===== src/rtl/ss_a2d_pkg.sv =====
// Shared types and helpers for the single-slope A2D controller.
//   state_t    : controller states (also exported on the debug port)
//   clog2_min1 : $clog2 that never returns less than 1, for select widths
package ss_a2d_pkg;

  typedef enum logic [2:0] {
    IDLE   = 3'd0,
    SETTLE = 3'd1,
    RAMP   = 3'd2,
    DISCHG = 3'd3,
    DONE   = 3'd4
  } state_t;

  function automatic int clog2_min1(input int n);
    return (n <= 2) ? 1 : $clog2(n);
  endfunction

endpackage


===== src/rtl/ss_a2d_mc_if.sv =====
// Bundle of all non-clock signals of the single-slope A2D controller.
//   master : the user side (drives strt_cnv/ch_in/scan/abort) plus the
//            analog front end (drives the comparator output gt)
//   slave  : the controller itself
// Handshake: strt_cnv is a level request that is only looked at while the
// controller is idle (busy=0); requests while busy are dropped, not queued.
// cnv_cmplt is a one-cycle valid strobe with no back-pressure; result,
// result_ch and sat are valid in that cycle and hold until the next strobe.
// state_dbg exposes the controller state for observation.
interface ss_a2d_mc_if #(
  parameter int DAC_W  = 8,
  parameter int NUM_CH = 4
);
  import ss_a2d_pkg::*;

  localparam int CH_W = clog2_min1(NUM_CH);

  logic              strt_cnv;
  logic [CH_W-1:0]   ch_in;
  logic              scan;
  logic              abort;
  logic              gt;
  logic [DAC_W-1:0]  dac;
  logic [CH_W-1:0]   ch_sel;
  logic              busy;
  logic [DAC_W-1:0]  result;
  logic [CH_W-1:0]   result_ch;
  logic              sat;
  logic              cnv_cmplt;
  state_t            state_dbg;

  modport master (
    output strt_cnv, ch_in, scan, abort, gt,
    input  dac, ch_sel, busy, result, result_ch, sat, cnv_cmplt, state_dbg
  );

  modport slave (
    input  strt_cnv, ch_in, scan, abort, gt,
    output dac, ch_sel, busy, result, result_ch, sat, cnv_cmplt, state_dbg
  );

endinterface


===== src/rtl/a2d_sync2.sv =====
// Two-flop synchroniser for a single asynchronous input.
//   clk, rst : clock, asynchronous active-high reset (flops clear to 0)
//   d_i      : asynchronous input
//   q_o      : synchronised output, two clocks behind d_i
module a2d_sync2 (
  input  logic clk,
  input  logic rst,
  input  logic d_i,
  output logic q_o
);

  logic meta_q;
  logic sync_q;

  always_ff @(posedge clk or posedge rst) begin
    if (rst) begin
      meta_q <= 1'b0;
      sync_q <= 1'b0;
    end else begin
      meta_q <= d_i;
      sync_q <= meta_q;
    end
  end

  assign q_o = sync_q;

endmodule


===== src/rtl/ss_a2d_mc.sv =====
// Multi-channel single-slope A2D controller.
// Drives a DAC ramp and the analog mux, watches the synchronised comparator,
// accumulates 2**SMP_LOG2 ramp codes per channel and reports their average.
//   clk, rst : clock, asynchronous active-high reset
//   bus      : ss_a2d_mc_if.slave (request/abort in, comparator in,
//              dac/ch_sel out, busy/result/result_ch/sat/cnv_cmplt out)
// Captured codes include the two-clock comparator sync latency; that offset
// is left for calibration to remove.
module ss_a2d_mc
  import ss_a2d_pkg::*;
#(
  parameter int DAC_W      = 8,
  parameter int NUM_CH     = 4,
  parameter int SMP_LOG2   = 3,
  parameter int SETTLE_CYC = 4
) (
  input  logic        clk,
  input  logic        rst,
  ss_a2d_mc_if.slave  bus
);

  localparam int CH_W  = clog2_min1(NUM_CH);
  localparam int ACC_W = DAC_W + SMP_LOG2;
  localparam int SMP_W = (SMP_LOG2 < 1) ? 1 : SMP_LOG2;
  localparam int SET_W = clog2_min1(SETTLE_CYC);

  localparam logic [DAC_W-1:0] DAC_MAX  = '1;
  localparam logic [CH_W-1:0]  CH_LAST  = CH_W'(NUM_CH - 1);
  localparam logic [SMP_W-1:0] SMP_LAST = SMP_W'((1 << SMP_LOG2) - 1);
  localparam logic [SET_W-1:0] SET_LAST = SET_W'(SETTLE_CYC - 1);

  state_t             state_q,     state_d;
  logic [DAC_W-1:0]   dac_q,       dac_d;
  logic [CH_W-1:0]    ch_sel_q,    ch_sel_d;
  logic               scan_q,      scan_d;
  logic [ACC_W-1:0]   acc_q,       acc_d;
  logic [SMP_W-1:0]   smp_q,       smp_d;
  logic               sat_acc_q,   sat_acc_d;
  logic [SET_W-1:0]   set_cnt_q,   set_cnt_d;
  logic [DAC_W-1:0]   result_q,    result_d;
  logic [CH_W-1:0]    result_ch_q, result_ch_d;
  logic               sat_q,       sat_d;

  logic               gt_s;
  logic [CH_W-1:0]    ch_clamp;

  a2d_sync2 u_gt_sync (
    .clk (clk),
    .rst (rst),
    .d_i (bus.gt),
    .q_o (gt_s)
  );

  // Out-of-range channel requests select the last real channel. Compared as
  // int so the test stays meaningful when NUM_CH fills the select width.
  assign ch_clamp = (int'(bus.ch_in) >= NUM_CH) ? CH_LAST : bus.ch_in;

  // State and datapath registers
  always_ff @(posedge clk or posedge rst) begin
    if (rst) begin
      state_q     <= IDLE;
      dac_q       <= '0;
      ch_sel_q    <= '0;
      scan_q      <= 1'b0;
      acc_q       <= '0;
      smp_q       <= '0;
      sat_acc_q   <= 1'b0;
      set_cnt_q   <= '0;
      result_q    <= '0;
      result_ch_q <= '0;
      sat_q       <= 1'b0;
    end else begin
      state_q     <= state_d;
      dac_q       <= dac_d;
      ch_sel_q    <= ch_sel_d;
      scan_q      <= scan_d;
      acc_q       <= acc_d;
      smp_q       <= smp_d;
      sat_acc_q   <= sat_acc_d;
      set_cnt_q   <= set_cnt_d;
      result_q    <= result_d;
      result_ch_q <= result_ch_d;
      sat_q       <= sat_d;
    end
  end

  // Next state and datapath controls
  always_comb begin
    state_d     = state_q;
    dac_d       = dac_q;
    ch_sel_d    = ch_sel_q;
    scan_d      = scan_q;
    acc_d       = acc_q;
    smp_d       = smp_q;
    sat_acc_d   = sat_acc_q;
    set_cnt_d   = set_cnt_q;
    result_d    = result_q;
    result_ch_d = result_ch_q;
    sat_d       = sat_q;

    if (bus.abort) begin
      // Abort beats every transition, including the DONE report.
      state_d   = IDLE;
      dac_d     = '0;
      set_cnt_d = '0;
    end else begin
      unique case (state_q)
        IDLE: begin
          if (bus.strt_cnv) begin
            state_d   = SETTLE;
            scan_d    = bus.scan;
            ch_sel_d  = ch_clamp;
            dac_d     = '0;
            acc_d     = '0;
            smp_d     = '0;
            sat_acc_d = 1'b0;
            set_cnt_d = '0;
          end
        end
        SETTLE: begin
          dac_d = '0;
          if (set_cnt_q == SET_LAST) begin
            state_d   = RAMP;
            set_cnt_d = '0;
          end else begin
            set_cnt_d = set_cnt_q + 1'b1;
          end
        end
        RAMP: begin
          if (!gt_s && (dac_q != DAC_MAX)) begin
            dac_d = dac_q + 1'b1;
          end else begin
            // A full-scale stop without gt marks the sample as saturated.
            acc_d     = acc_q + ACC_W'(dac_q);
            sat_acc_d = sat_acc_q | ~gt_s;
            if (smp_q == SMP_LAST) begin
              state_d = DONE;
            end else begin
              smp_d   = smp_q + 1'b1;
              state_d = DISCHG;
            end
          end
        end
        DISCHG: begin
          // Hold the ramp at zero until the comparator has dropped, so the
          // next ramp does not start from a stale gt.
          dac_d = '0;
          if (!gt_s) state_d = RAMP;
        end
        DONE: begin
          result_d    = DAC_W'(acc_q >> SMP_LOG2);
          result_ch_d = ch_sel_q;
          sat_d       = sat_acc_q;
          dac_d       = '0;
          if (scan_q && (ch_sel_q != CH_LAST)) begin
            ch_sel_d  = ch_sel_q + 1'b1;
            acc_d     = '0;
            smp_d     = '0;
            sat_acc_d = 1'b0;
            set_cnt_d = '0;
            state_d   = SETTLE;
          end else begin
            state_d = IDLE;
          end
        end
        default: state_d = IDLE;
      endcase
    end
  end

  // Outputs. result_d already equals the fresh average during an
  // un-aborted DONE cycle and the held value otherwise.
  always_comb begin
    bus.busy      = (state_q != IDLE);
    bus.cnv_cmplt = (state_q == DONE) && !bus.abort;
    bus.result    = result_d;
    bus.result_ch = result_ch_d;
    bus.sat       = sat_d;
    bus.dac       = dac_q;
    bus.ch_sel    = ch_sel_q;
    bus.state_dbg = state_q;
  end

endmodule


===== src/flat_wrapper.sv =====
// flat-port wrapper written by rule: the top's interface ports become plain ports
module ss_a2d_mc_flat import ss_a2d_pkg::*;
#(
  parameter int DAC_W      = 8,
  parameter int NUM_CH     = 4,
  parameter int SMP_LOG2   = 3,
  parameter int SETTLE_CYC = 4
)
  (clk, rst, bus_strt_cnv, bus_ch_in, bus_scan, bus_abort, bus_gt, bus_dac, bus_ch_sel, bus_busy, bus_result, bus_result_ch, bus_sat, bus_cnv_cmplt, bus_state_dbg);
  ss_a2d_mc_if #(.DAC_W(DAC_W), .NUM_CH(NUM_CH)) bus_i ();
  input  logic clk;
  input  logic rst;
  input wire logic [$bits(bus_i.strt_cnv)-1:0] bus_strt_cnv;
  input wire logic [$bits(bus_i.ch_in)-1:0] bus_ch_in;
  input wire logic [$bits(bus_i.scan)-1:0] bus_scan;
  input wire logic [$bits(bus_i.abort)-1:0] bus_abort;
  input wire logic [$bits(bus_i.gt)-1:0] bus_gt;
  output wire logic [$bits(bus_i.dac)-1:0] bus_dac;
  output wire logic [$bits(bus_i.ch_sel)-1:0] bus_ch_sel;
  output wire logic [$bits(bus_i.busy)-1:0] bus_busy;
  output wire logic [$bits(bus_i.result)-1:0] bus_result;
  output wire logic [$bits(bus_i.result_ch)-1:0] bus_result_ch;
  output wire logic [$bits(bus_i.sat)-1:0] bus_sat;
  output wire logic [$bits(bus_i.cnv_cmplt)-1:0] bus_cnv_cmplt;
  output wire logic [$bits(bus_i.state_dbg)-1:0] bus_state_dbg;
  assign bus_i.strt_cnv = bus_strt_cnv;
  assign bus_i.ch_in = bus_ch_in;
  assign bus_i.scan = bus_scan;
  assign bus_i.abort = bus_abort;
  assign bus_i.gt = bus_gt;
  assign bus_dac = bus_i.dac;
  assign bus_ch_sel = bus_i.ch_sel;
  assign bus_busy = bus_i.busy;
  assign bus_result = bus_i.result;
  assign bus_result_ch = bus_i.result_ch;
  assign bus_sat = bus_i.sat;
  assign bus_cnv_cmplt = bus_i.cnv_cmplt;
  assign bus_state_dbg = bus_i.state_dbg;
  ss_a2d_mc #(.DAC_W(DAC_W), .NUM_CH(NUM_CH), .SMP_LOG2(SMP_LOG2), .SETTLE_CYC(SETTLE_CYC)) u_core (.clk(clk), .rst(rst), .bus(bus_i));
endmodule

===== config.mk =====
export PLATFORM = sky130hd
export DESIGN_NAME = ss_a2d_mc_flat
export DESIGN_NICKNAME = d
export VERILOG_FILES = /design/src/rtl/ss_a2d_pkg.sv /design/src/rtl/ss_a2d_mc_if.sv /design/src/rtl/a2d_sync2.sv /design/src/rtl/ss_a2d_mc.sv /design/src/flat_wrapper.sv
export SDC_FILE = /design/constraint.sdc
export NUM_CORES = 1
export LEC_CHECK = 0
export BUFFER_PORTS_ARGS = -buffer_cell sky130_fd_sc_hd__buf_4
export CAP_MARGIN = 40
export CORE_MARGIN = 5
export CORE_UTILIZATION = 36
export DETAILED_ROUTE_END_ITERATION = 6
export PLACE_DENSITY = 0.61
export REMOVE_ABC_BUFFERS = 1
export SYNTH_ARGS = -nofsm -noshare
export SYNTH_HDL_FRONTEND = slang
export SYNTH_SLANG_ARGS = --single-unit

===== constraint.sdc =====
create_clock -name clk -period 3.4 [get_ports clk]
set_clock_uncertainty 0.15 [all_clocks]
set_input_delay 0 -clock clk [delete_from_list [all_inputs] [get_ports clk]]
set_output_delay 0 -clock clk [all_outputs]
set_load 0.01 [all_outputs]

# Yosys cells after proc, flatten, opt, wreduce, memory -nomap -nowiden
# Cells that the tools add are included.
dict set report op_classes {
  n_lt_le_gt_ge 0
  add_sub_neg 5
  multipliers 0
  shifts 0
  bitwise_logic 3
  reduce_logical 19
  eq_ne 18
  n_mux 39
  n_div 0
}
# cell count
set ops {}
lappend ops {{2-to-1 mux 8 bit} 5}
lappend ops {{2-to-1 mux 11 bit} 3}
lappend ops {{one-hot mux 11 bit (3 select lines)} 1}
lappend ops {{2-to-1 mux 3 bit} 10}
lappend ops {{one-hot mux 8 bit (3 select lines)} 1}
lappend ops {{2-to-1 mux 2 bit} 8}
lappend ops {{one-hot mux 3 bit (5 select lines)} 1}
lappend ops {{adder 11 x 8 -> 11 bit} 1}
lappend ops {{inequality test 3 x 2 -> 1 bit (second input constant)} 3}
lappend ops {{inequality test 3 bit (second input constant)} 3}
lappend ops {{one-hot mux 3 bit (3 select lines)} 1}
lappend ops {{AND reduction 3 bit} 3}
lappend ops {{adder 8 x 1 -> 8 bit (second input constant)} 1}
lappend ops {{inequality test 2 bit (second input constant)} 4}
lappend ops {{inequality test 8 bit (second input constant)} 1}
lappend ops {{AND reduction 4 bit} 2}
lappend ops {{nonzero test 4 bit} 2}
lappend ops {{== test 3 x 2 -> 1 bit (second input constant)} 2}
lappend ops {{== test 3 bit (second input constant)} 2}
lappend ops {{2-to-1 mux 1 bit} 6}
lappend ops {{one-hot mux 2 bit (3 select lines)} 1}
lappend ops {{AND reduction 6 bit} 1}
lappend ops {{nonzero test 3 bit} 2}
lappend ops {{AND reduction 5 bit} 1}
lappend ops {{14 further kinds} 19}
dict set report totals {
  wordCells 97
  inputBits 8
  out_inout_bits 26
  latch_bits 0
  ramBits 0
  mem_bits_ro 0
  register_bits 44
  n_memories 0
}

# Longest topological paths before layout
# Gate-level depths: netlist of the first run.
dict set report depth {
  word_depth 5
  mapped_depth 8
  ltp_nobuf 7
}

# Hierarchy
# A second synthesis of the first run with hierarchy kept.
dict set report unflattened {
  cells_unflattened 243
  area_unflattened_um2 2484.9
}
# module seq_area_each_um2 instances area_each_um2 cells_each
set modules_own_cells {}
lappend modules_own_cells {ss_a2d_mc 1051.0 1 2431.1 240}
lappend modules_own_cells {a2d_sync2 50.0 1 53.8 3}

# Least setup slack after synthesis of the first run
# OpenSTA, ideal clock, no wires.
dict set report synth_path {
  path_kind {flip-flop to flip-flop}
  from {register u_core.dac_q[1] (netlist: u_core.bus.dac[1])}
  to {register u_core.smp_q[0]}
  stages_incl_launch_ff 8
  setup_ns 0.125
  slack_ns 1.270
  required_time_ns 3.125
  arrival_ns 1.855
  period_less_slack_ns 2.130
  path_buffers 1
  cell_sequence {dfrtp_1 > ha_1 > and3_1 > buf_2 > a21oi_2 > a221o_1 > a21o_1 > mux2_2}
}
dict set report synth_via {
  elab_chain_cells 4
}
# item line_no
set synth_rtl {}
lappend synth_rtl {{start, declared} ss_a2d_mc.sv:33} ;# logic [DAC_W-1:0] dac_q, dac_d;
lappend synth_rtl {{start signal, assigned} ss_a2d_mc.sv:62} ;# dac_q <= '0;
lappend synth_rtl {{start signal, assigned} ss_a2d_mc.sv:74} ;# dac_q <= dac_d;
lappend synth_rtl {{inequality test 8 bit} ss_a2d_mc.sv:130} ;# if (!gt_s && (dac_q != DAC_MAX)) begin
lappend synth_rtl {{logical AND 1 bit} ss_a2d_mc.sv:130}
lappend synth_rtl {{inequality test 2 bit (no line)} -}
lappend synth_rtl {{AND reduction 6 bit (no line)} -}
lappend synth_rtl {{end signal, assigned} ss_a2d_mc.sv:78} ;# smp_q <= smp_d;
lappend synth_rtl {{end, declared} ss_a2d_mc.sv:37} ;# logic [SMP_W-1:0] smp_q, smp_d;
# Every way passes these cells.
# A chain may end at the register's enable or synchronous reset.

# Worst setup path after layout of the first run
# Same ends and word-level chain as after synthesis.

==> impl_results.md, run 1 <==
* Initial DRC count at 58
* Post-synthesis register bit count at 44
* Sequential area share after synthesis at 0.4708
* Tcrit/Tclk final at 0.7266
* Die width at 90.60 um
* Area leader, netlist: dfrtp_1
* Core area at 6350 um^2
* Net count, final at 277
* Routed wire length at 4.886 mm
* Clk buf depth at 2
* Top Ports at 34
* Max Freq at 0.4048 GHz
* Final worst path period need at 2470 ps
* Slew headroom at 0.4743
* Post-CTS Setup Repair Bufs at 0
* Worst-path cell chain: ha_1 -> and3_1 -> a21oi_2 -> a221o_1 -> a21o_1 -> mux2_2
* Initial Util at 0.3683
* ANT nets after route at 0
* Post-synth top area share at 0.4708
* RSZ-0062 raised after global routing: false
* Synth Warn # at 0
* Number of max-cap violations at 0
* CTS H-tree depth at 2
* Root Driver: clkbuf_8
* CP peak stage delay at 520 ps
* Status: complete, no violations
* Die area at 8207 um^2
* Power per Cell Area at 465.1 nW/um^2
* Fraction of registers with async set/reset at 1.000
* Critical path class: reg2reg
* TritonRoute pass-1 iters at 4
* CTS tree: yes
* Tightest Pin Transition at 785.7 ps
* Max Slew Vio Count at 0
* Resize count post-CTS at 0
* CTS Buf Count at 5
* Avg Synthesized Cell Area at 10.93 um^2
* Synth-to-layout area growth at 19.74%
* First-pass GRT wire length at 8.466 mm
* Worst-path clk slew at 80 ps
* Total GRT Usage at 0.1251
* Critical path launch point type: flop
* WP data required at 3440 ps
* Number of global-route vias before repair at 1709
* Grt ovf at 0
* Antenna violations before repair at 0
* Port bufs at 33
* DR DRC count at 0
* Synth Instances at 214
* Ys flop type: dfrtp_1
* Largest net degree at the start of global routing at 29
* FP Rows at 29
* Tightest Hold Check Type: in2reg
* Fraction of layout cells with a size suffix above 1 at 0.2422
* Post-synth EDFFs at 0
* Clock Sink Count at 44
* Clk_lat worst skew at 300 ps
* Max VDD drop at 0.2694 mV
* Routed vias/inst at 5.252
* Total number of vias at 1749
* DP HPWL at 3.555 mm
* Synth top cells by count: dfrtp_1 (44), o21ai_0 (16), nor2_1 (14)
* Leak at 1.388 nW
* WL/cell at 14.67 um
* Largest cells by area after synthesis: dfrtp_1 (47%), ha_1 (7.0%), mux2_2 (6.3%)
* Die Ht at 90.60 um
* CP max stage cell: a221o_1
* Syn Std Cell Area at 2338 um^2
* CP arrival at 2510 ps
* CP Capture Type: flop
* Yosys cell types at 49
* Fin. Hold Viols at 0
* WHS at 76.99 ps
* Ant diodes at 0
* Sum of negative setup slack at 0 ps
* Worst Path Max Fanout at 13
* Count leader, synth: dfrtp_1
* GP Congestion at 0.7718
* # setup viols final at 0
[registers in the layout (all words and copies together) (netlist names)]
signal	flops
u_core.smp_q	3
u_core.acc_q	11
u_core.sat_acc_q	1
u_core.result_q	8
u_core.bus.ch_sel	2
u_core.bus.state_dbg	3
u_core.scan_q	1
u_core.u_gt_sync.q_o	1
u_core.sat_q	1
u_core.result_ch_q	2
u_core.set_cnt_q	2
u_core.bus.dac	8
u_core.u_gt_sync.meta_q	1
[metal layers]
layer,wire [um],global-route usage,vias up
li1,-,-,880
met1,2456,0.1813,840
met2,2162,0.1792,22
met3,195,0.03417,7
met4,70,0.04094,0
met5,0,0,-
[through the flow]
step / cells / instance area [um^2] / setup WS [ps] / util / total power [W]
2_1_floorplan: 206 / 2283 / 1137 / - / 0.0008508
3_3_place_gp: 318 / 2643 / 1011 / 0.4162 / 0.0009665
3_5_place_dp: 318 / 2643 / 926.0 / 0.4162 / 0.0009768
4_1_cts: 333 / 2800 / 917.1 / 0.4410 / 0.001324
5_1_grt: 333 / 2800 / 752.5 / 0.4410 / 0.001392
6_report: 333 / 2800 / 929.6 / 0.4410 / 0.001302
[path summary, 6_finish.rpt]
check                                                  startpoint  cells past startpoint  slack (ps)                         endpoint
worst min register to register  u_core.u_gt_sync.meta_q$_DFF_PP0_                      0         200   u_core.u_gt_sync.q_o$_DFF_PP0_
worst max register to register      u_core.bus.dac[1]$_DFFE_PP0P_                      6         930      u_core.smp_q[0]$_DFFE_PP0P_
min in group asynchronous                                     rst                      3         120  u_core.result_ch_q[0]$_DFF_PP0_
worst max-delay path                u_core.bus.dac[1]$_DFFE_PP0P_                      6         930      u_core.smp_q[0]$_DFFE_PP0P_
worst min-delay path                                 bus_strt_cnv                      6          80  u_core.set_cnt_q[0]$_DFFE_PP0P_
max in group asynchronous                                     rst                      4        2270      u_core.acc_q[8]$_DFFE_PP0P_
[power breakdown]
| part | internal [W] | switching (W) | total [W] |
|---|---|---|---|
| registers | 0.000577 | 0.0000642 | 0.000641 |
| logic | 0.000163 | 0.000176 | 0.000338 |
| clock network | 0.000143 | 0.000180 | 0.000323 |
| total | 0.000882 | 0.000420 | 0.00130 |
[cells by family (layout without fill, tap and decap cells)]
family / count (synthesis) / count (layout) / share of synthesized area
flip-flops: 44 / 44 / 0.4708
XOR/XNOR: 6 / 6 / 0.02248
buffers and inverters: 14 / 56 / 0.03317
AND/OR/NAND/NOR: 53 / 53 / 0.1140
adder cells (fa/ha/maj): 14 / 14 / 0.07812
multiplexers: 16 / 16 / 0.07544
AO/OA/AOI/OAI: 67 / 67 / 0.2060
[final cells by class]
| cell class | instances | area [um^2] |
|---|---|---|
| tap | 77 | 96.34 |
| timing repair buffer | 42 | 332.8 |
| fill | 614 | 3550 |
| sequential | 44 | 1101 |
| clock inverter | 3 | 18.77 |
| multi-input combinational | 156 | 1160 |
| inverter | 6 | 22.52 |
| clock buffer | 5 | 68.82 |
[repair_timing]
action,in CTS,in global routing
hold buffers,7,0
hold endpoints to repair,23,0
endpoints found under the setup margin,0,0
[critical path, delay by kind of cell, from the launching register on]
kind                       cells  cell delay, ps
AOI/OAI and AO/OA              3             930
adders and majority gates      1             230
DFF                            1             480
muxes                          1             270
and+or+nand+nor                1             290
[layout by cell type, fill, tap and decap left out, types with 2 or more instances in the layout]
cell           instances
dfrtp_1               44
buf_4                 35
o21ai_0               16
nor2_1                14
nand2_1               13
mux2_2                13
ha_1                  13
a22o_1                10
a21oi_1               10
dlygate4sd3_1          7
nand2b_1               6
nand3_1                5
inv_1                  5
clkbuf_8               5
o31ai_1                4
nor3_1                 4
a211oi_1               4
mux2i_1                3
a31oi_1                3
xor2_1                 3
a21o_1                 3
xnor2_1                3
o211ai_1               3
or3_1                  2
and2_1                 2
clkinv_2               2
(Power assumes the default switching activity.)
==> run 2: changes to the inputs <==
==> constraint.sdc (replaced) <==
create_clock -name clk -period 2.4 [get_ports clk]
set_clock_uncertainty 0.15 [all_clocks]
set_input_delay 0 -clock clk [delete_from_list [all_inputs] [get_ports clk]]
set_output_delay 0 -clock clk [all_outputs]
set_load 0.01 [all_outputs]
==> run 2 against run 1 <==
Effect of this change:
- wire length grew 1.9%
- clock power grew 87%
- global-route usage shrank 0.22 points
- critical endpoint unchanged
- count of clock-buffer cells in the layout grew 1
- fmax grew 12%
- critical path type unchanged
- largest power group unchanged
- critical path depth is the same
- register-to-register slack lost 740 ps
==> impl_results.md, run 2 (synthesized netlist as in run 1, its figures left out) <==
* Status: complete, no violations
* Worst-path cell chain: ha_1 -> and3_1 -> a21oi_2 -> a221o_1 -> a21o_1 -> mux2_2
* Largest register FFs at 11
* Total number of vias at 1785
* Core area at 6350 um^2
* Critical path launch point type: flop
* Tightest Hold Check Type: in2reg
* DR DRC count at 0
* CTS tree: yes
* Slew headroom at 0.6176
* Clk_lat worst skew at 300 ps
* Largest net degree at the start of global routing at 30
* # setup viols final at 0
* Pwr Total at 0.002031 W
* FP Rows at 29
* Max Slew Vio Count at 0
* Fillers at 602
* CP max stage cell: dfrtp_1
* CP Capture Type: flop
* CP arrival at 2250 ps
* Final worst path period need at 2210 ps
* Worst Hold Depth at 6
* Most frequent cells in the layout: dfrtp_1 (44), buf_4 (43), o21ai_0 (16)
* Root Driver: clkbuf_8
* Final instance area at 2902 um^2
* Sum of negative setup slack at 0 ps
* Worst-path clk slew at 90 ps
* Clock power share at 0.297
* GP Congestion at 0.7808
* Initial Util at 0.3683
* TritonRoute pass-1 iters at 4
* Initial DRC count at 63
* Die area at 8207 um^2
* Fraction of layout cells with a size suffix above 1 at 0.2727
* Top Ports at 34
* Port bufs at 33
* RSZ-0062 raised after global routing: false
* Dpl cell area at 2703 um^2
* Util after Layout at 0.4569
* Die width at 90.60 um
* Ant diodes at 0
* Routed vias/inst at 5.235
* Max VDD drop at 0.6104 mV
* Clock Sink Count at 44
* Most common cell after layout, fill and taps aside: dfrtp_1
* DP HPWL at 3.653 mm
* Sequential standard cell area at 1101 um^2
* Seq pwr share at 0.435
* Int Power at 0.001419 W
* CP peak stage delay at 480 ps
* Tightest Pin Transition at 569.8 ps
* Number of max-cap violations at 0
* Max Freq at 0.4526 GHz
* WP data required at 2440 ps
* Final setup margin at 190.4 ps
* Grt ovf at 0
* Sw Pwr at 0.0006112 W
* WL/cell at 14.60 um
* Pre-CTS WS at 143.7 ps
* Total GRT Usage at 0.1229
* CTS Buf Count at 5
* Clk buf depth at 2
* R2R depth at 6
* Area of the multi-input gates at 1167 um^2
* Number of global-route vias before repair at 1721
* Largest Register: u_core.acc_q
* Net count, final at 285
* ANT nets after route at 0
* Comb pwr share at 0.268
* CTS H-tree depth at 2
* Synth-to-layout area growth at 24.08%
* Tcrit/Tclk final at 0.9207
* Routed wire length at 4.977 mm
* Antenna violations before repair at 0
* Worst Path Max Fanout at 6
* Power per Cell Area at 699.9 nW/um^2
* Switch share at 0.3010
* First-pass GRT wire length at 8.411 mm
* Die Ht at 90.60 um
* Leak at 1.443 nW
* Critical path class: reg2reg
* Fin. Hold Viols at 0
-- run 2: changes by cell type in the layout (fill, tap and decap cells not counted), sizes merged --
cell	previous run	this run
bufinv	0	1
clkbuf	5	6
buf	35	43
clkinv	4	2
-- run 2: worst paths after layout --
check / start / to / slack (ps)
min in group asynchronous: rst / u_core.result_q[7]$_DFF_PP0_ / 90
hold reg to reg: u_core.u_gt_sync.meta_q$_DFF_PP0_ / u_core.u_gt_sync.q_o$_DFF_PP0_ / 210
setup / recovery: u_core.bus.dac[1]$_DFFE_PP0P_ / u_core.smp_q[0]$_DFFE_PP0P_ / 190
max in group asynchronous: rst / u_core.acc_q[0]$_DFFE_PP0P_ / 1290
setup reg to reg: u_core.bus.dac[1]$_DFFE_PP0P_ / u_core.smp_q[0]$_DFFE_PP0P_ / 190
hold / removal: bus_strt_cnv / u_core.set_cnt_q[0]$_DFFE_PP0P_ / 60
-- run 2: through the flow --
| step | hold slack (ps) | std cells |
|---|---|---|
| floorplan | -118.6 | 206 |
| global placement | -135.5 | 326 |
| finish | 60.51 | 341 |
| CTS | 50.04 | 341 |
| global route | 80.19 | 341 |
| detailed placement | -130.7 | 326 |
-- run 2: metal layers --
| layer | GRT usage | vias up | part of all wire |
|---|---|---|---|
| li1 | - | 894 | - |
| met1 | 0.1674 | 855 | 0.49 |
| met2 | 0.1901 | 32 | 0.47 |
| met3 | 0.03083 | 4 | 0.041 |
| met4 | 0.04094 | 0 | 0.0056 |
| met5 | 0 | - | 0 |
-- run 2: cell type report --
cell class              count  share of cell area
clock buffers               6             0.02846
repair buffers             50              0.1354
multi-input cells         156              0.4023
well taps                  77             0.03320
inverters                   6            0.007762
flip-flops and latches     44              0.3795
clock inverters             2             0.01337
-- run 2: critical path, delay by kind of cell (launching register included) --
| family | cells | cell delay (ps) |
|---|---|---|
| multiplexers | 1 | 280 |
| adder cells (fa/ha/maj) | 1 | 240 |
| AND/OR/NAND/NOR | 1 | 310 |
| AO/OA/AOI/OAI | 3 | 660 |
| flip-flops | 1 | 480 |
-- run 2: repair_timing --
action                                 in CTS  in global routing
setup endpoints to repair                   0                  8
setup buffers                               0                  0
resized for setup                           0                  2
endpoints found under the hold margin      22                  0
hold buffers                                7                  0
-- run 2: power by group through the flow --
stage / combinational [W] / sequential, W / clock, W
after global routing: 0.000603 / 0.000899 / 0.000658
after detailed placement: 0.000523 / 0.000898 / 0
after floorplan: 0.000289 / 0.000916 / 0
after CTS: 0.000546 / 0.000884 / 0.000627
after global placement: 0.000516 / 0.000896 / 0
final: 0.000544 / 0.000884 / 0.000603
==> run 3: changes to the inputs <==
--- a/config.mk
+++ b/config.mk
@@ -12,6 +12,7 @@
 export DETAILED_ROUTE_END_ITERATION = 6
 export PLACE_DENSITY = 0.61
 export REMOVE_ABC_BUFFERS = 1
+export SETUP_SLACK_MARGIN = 0.2
 export SYNTH_ARGS = -nofsm -noshare
 export SYNTH_HDL_FRONTEND = slang
 export SYNTH_SLANG_ARGS = --single-unit
==> run 3 against run 2 <==
Effect of this change:
- wire length rose by 2.1%
- final cell count rose by 0.59%
- sequential cell count did not move
- first-iteration DRC count fell by 9.5%
- design area rose by 1.8%
- critical path type unchanged
- largest power group unchanged
- highest routed layer unchanged
==> impl_results.md, run 3 (synthesized netlist as in run 1, its figures left out) <==
* Status: complete, no violations
* Slew headroom at 0.6179
* Sum of negative setup slack at 0 ps
* Clk_lat worst skew at 300 ps
* Largest net degree at the start of global routing at 30
* Worst-path cell chain: ha_1 -> fa_2 -> a211oi_2 -> o211ai_1 -> a211oi_1 -> o21ai_0 -> o41ai_1
* Die area at 8207 um^2
* Number of max-cap violations at 0
* Port bufs at 33
* Largest register FFs at 11
* Fin. Hold Viols at 0
* CP arrival at 2160 ps
* CTS Buf Count at 5
* Die Ht at 90.60 um
* Tightest Hold Check Type: in2reg
* TritonRoute pass-1 iters at 4
* Top Ports at 34
* RSZ-0062 raised after global routing: true
* Leak at 1.453 nW
* # setup viols final at 0
* Largest Register: u_core.acc_q
* Core area at 6350 um^2
* CTS tree: yes
* Max Slew Vio Count at 0
* Worst-path clk slew at 90 ps
* Top delay family on crit path: compound AO/OA/AOI/OAI gates
* First-pass GRT wire length at 8.411 mm
* Number of global-route vias before repair at 1718
* DP HPWL at 3.653 mm
* Most frequent cells in the layout: buf_4 (44), dfrtp_1 (41), o21ai_0 (15)
* Final instance area at 2954 um^2
* Dpl cell area at 2703 um^2
* Critical path class: reg2reg
* Fillers at 600
* Worst Path Max Fanout at 6
* Power per Cell Area at 706.6 nW/um^2
* GP Congestion at 0.7808
* ANT nets after route at 0
* Final setup margin at 278.7 ps
* Initial DRC count at 57
* Tcrit/Tclk final at 0.8839
* Grt ovf at 0
* CTS H-tree depth at 2
* Total number of vias at 1814
* WHS at 59.18 ps
* Routed wire length at 5.081 mm
* CP Capture Type: flop
* Total GRT Usage at 0.1229
* Routed vias/inst at 5.289
* CP peak stage delay at 450 ps
* Final worst path period need at 2121 ps
* Synth-to-layout area growth at 26.32%
* Root Driver: clkbuf_8
* Fraction of layout cells with a size suffix above 1 at 0.3120
* CP max stage cell: dfrtp_2
* WP data required at 2440 ps
* Clk buf depth at 2
* Net count, final at 287
* Clock Sink Count at 44
* Util after Layout at 0.4652
* Antenna violations before repair at 0
* Tightest Pin Transition at 569.2 ps
* Max Freq at 0.4714 GHz
* WL/cell at 14.81 um
* Initial Util at 0.3683
* Ant diodes at 0
* Critical path launch point type: flop
* Die width at 90.60 um
* Most common cell after layout, fill and taps aside: buf_4
* DR DRC count at 0
* Max VDD drop at 0.6072 mV
* FP Rows at 29
* Buf+Inv Stages, Crit Path at 0
* Pre-CTS WS at 143.7 ps
==> run 3: changes by cell type in the layout (fill, tap and decap cells not counted), sizes merged <==
cell	change
buf	+2
==> run 3: area by class of cell <==
class | instances | area (um^2) | area share
tap | 77 | 96.34 | 0.03261
timing repair buffer | 52 | 411.6 | 0.1393
clock buffer | 6 | 82.58 | 0.02795
clock inverter | 2 | 38.79 | 0.01313
inverter | 6 | 22.52 | 0.007624
multi-input combinational | 156 | 1197 | 0.4053
sequential | 44 | 1105 | 0.3740
==> run 3: repair_timing <==
action                                 CTS  global route
gates cloned                             0             0
resized for setup                        3            11
hold buffers                             7             0
setup endpoints to repair               14            22
endpoints found under the hold margin   22             0
buffers inserted                         0             2
==> run 3: worst paths after layout <==
path / from / end / slack, ps / depth (start not counted)
max: u_core.bus.dac[0]$_DFFE_PP0P_ / u_core.acc_q[8]$_DFFE_PP0P_ / 280 / 7
min: bus_strt_cnv / u_core.set_cnt_q[0]$_DFFE_PP0P_ / 60 / 6
max reg2reg: u_core.bus.dac[0]$_DFFE_PP0P_ / u_core.acc_q[8]$_DFFE_PP0P_ / 280 / 7
min reg2reg: u_core.u_gt_sync.meta_q$_DFF_PP0_ / u_core.u_gt_sync.q_o$_DFF_PP0_ / 210 / 0
max in group asynchronous: rst / u_core.bus.dac[0]$_DFFE_PP0P_ / 1270 / 4
min in group asynchronous: rst / u_core.result_q[7]$_DFF_PP0_ / 90 / 3
==> run 3: worst register-to-register path: stages, from the launching register on <==
cell,delay [ps]
dfrtp_2,450
ha_1,250
fa_2,390
a211oi_2,250
o211ai_1,150
a211oi_1,210
o21ai_0,100
o41ai_1,70
==> run 3: through the flow <==
step | power [W] | cells
after detailed placement | 0.001422 | 326
after global placement | 0.001412 | 326
final | 0.002087 | 343
after floorplan | 0.001205 | 206
after global routing | 0.002216 | 343
after CTS | 0.002061 | 341
==> run 3: per-layer routing <==
layer	part of all wire	GRT usage
met1	0.49	0.1679
met2	0.46	0.1895
met3	0.040	0.03083
met4	0.010	0.04094
met5	0	0
==> run 3: power by group <==
group,leakage (nW),total [W],internal [W],switching [W]
clock network,0.0614,0.000605,0.000341,0.000264
registers,0.592,0.000890,0.000819,0.0000710
logic,0.800,0.000592,0.000296,0.000296
total,1.45,0.00209,0.00146,0.000631
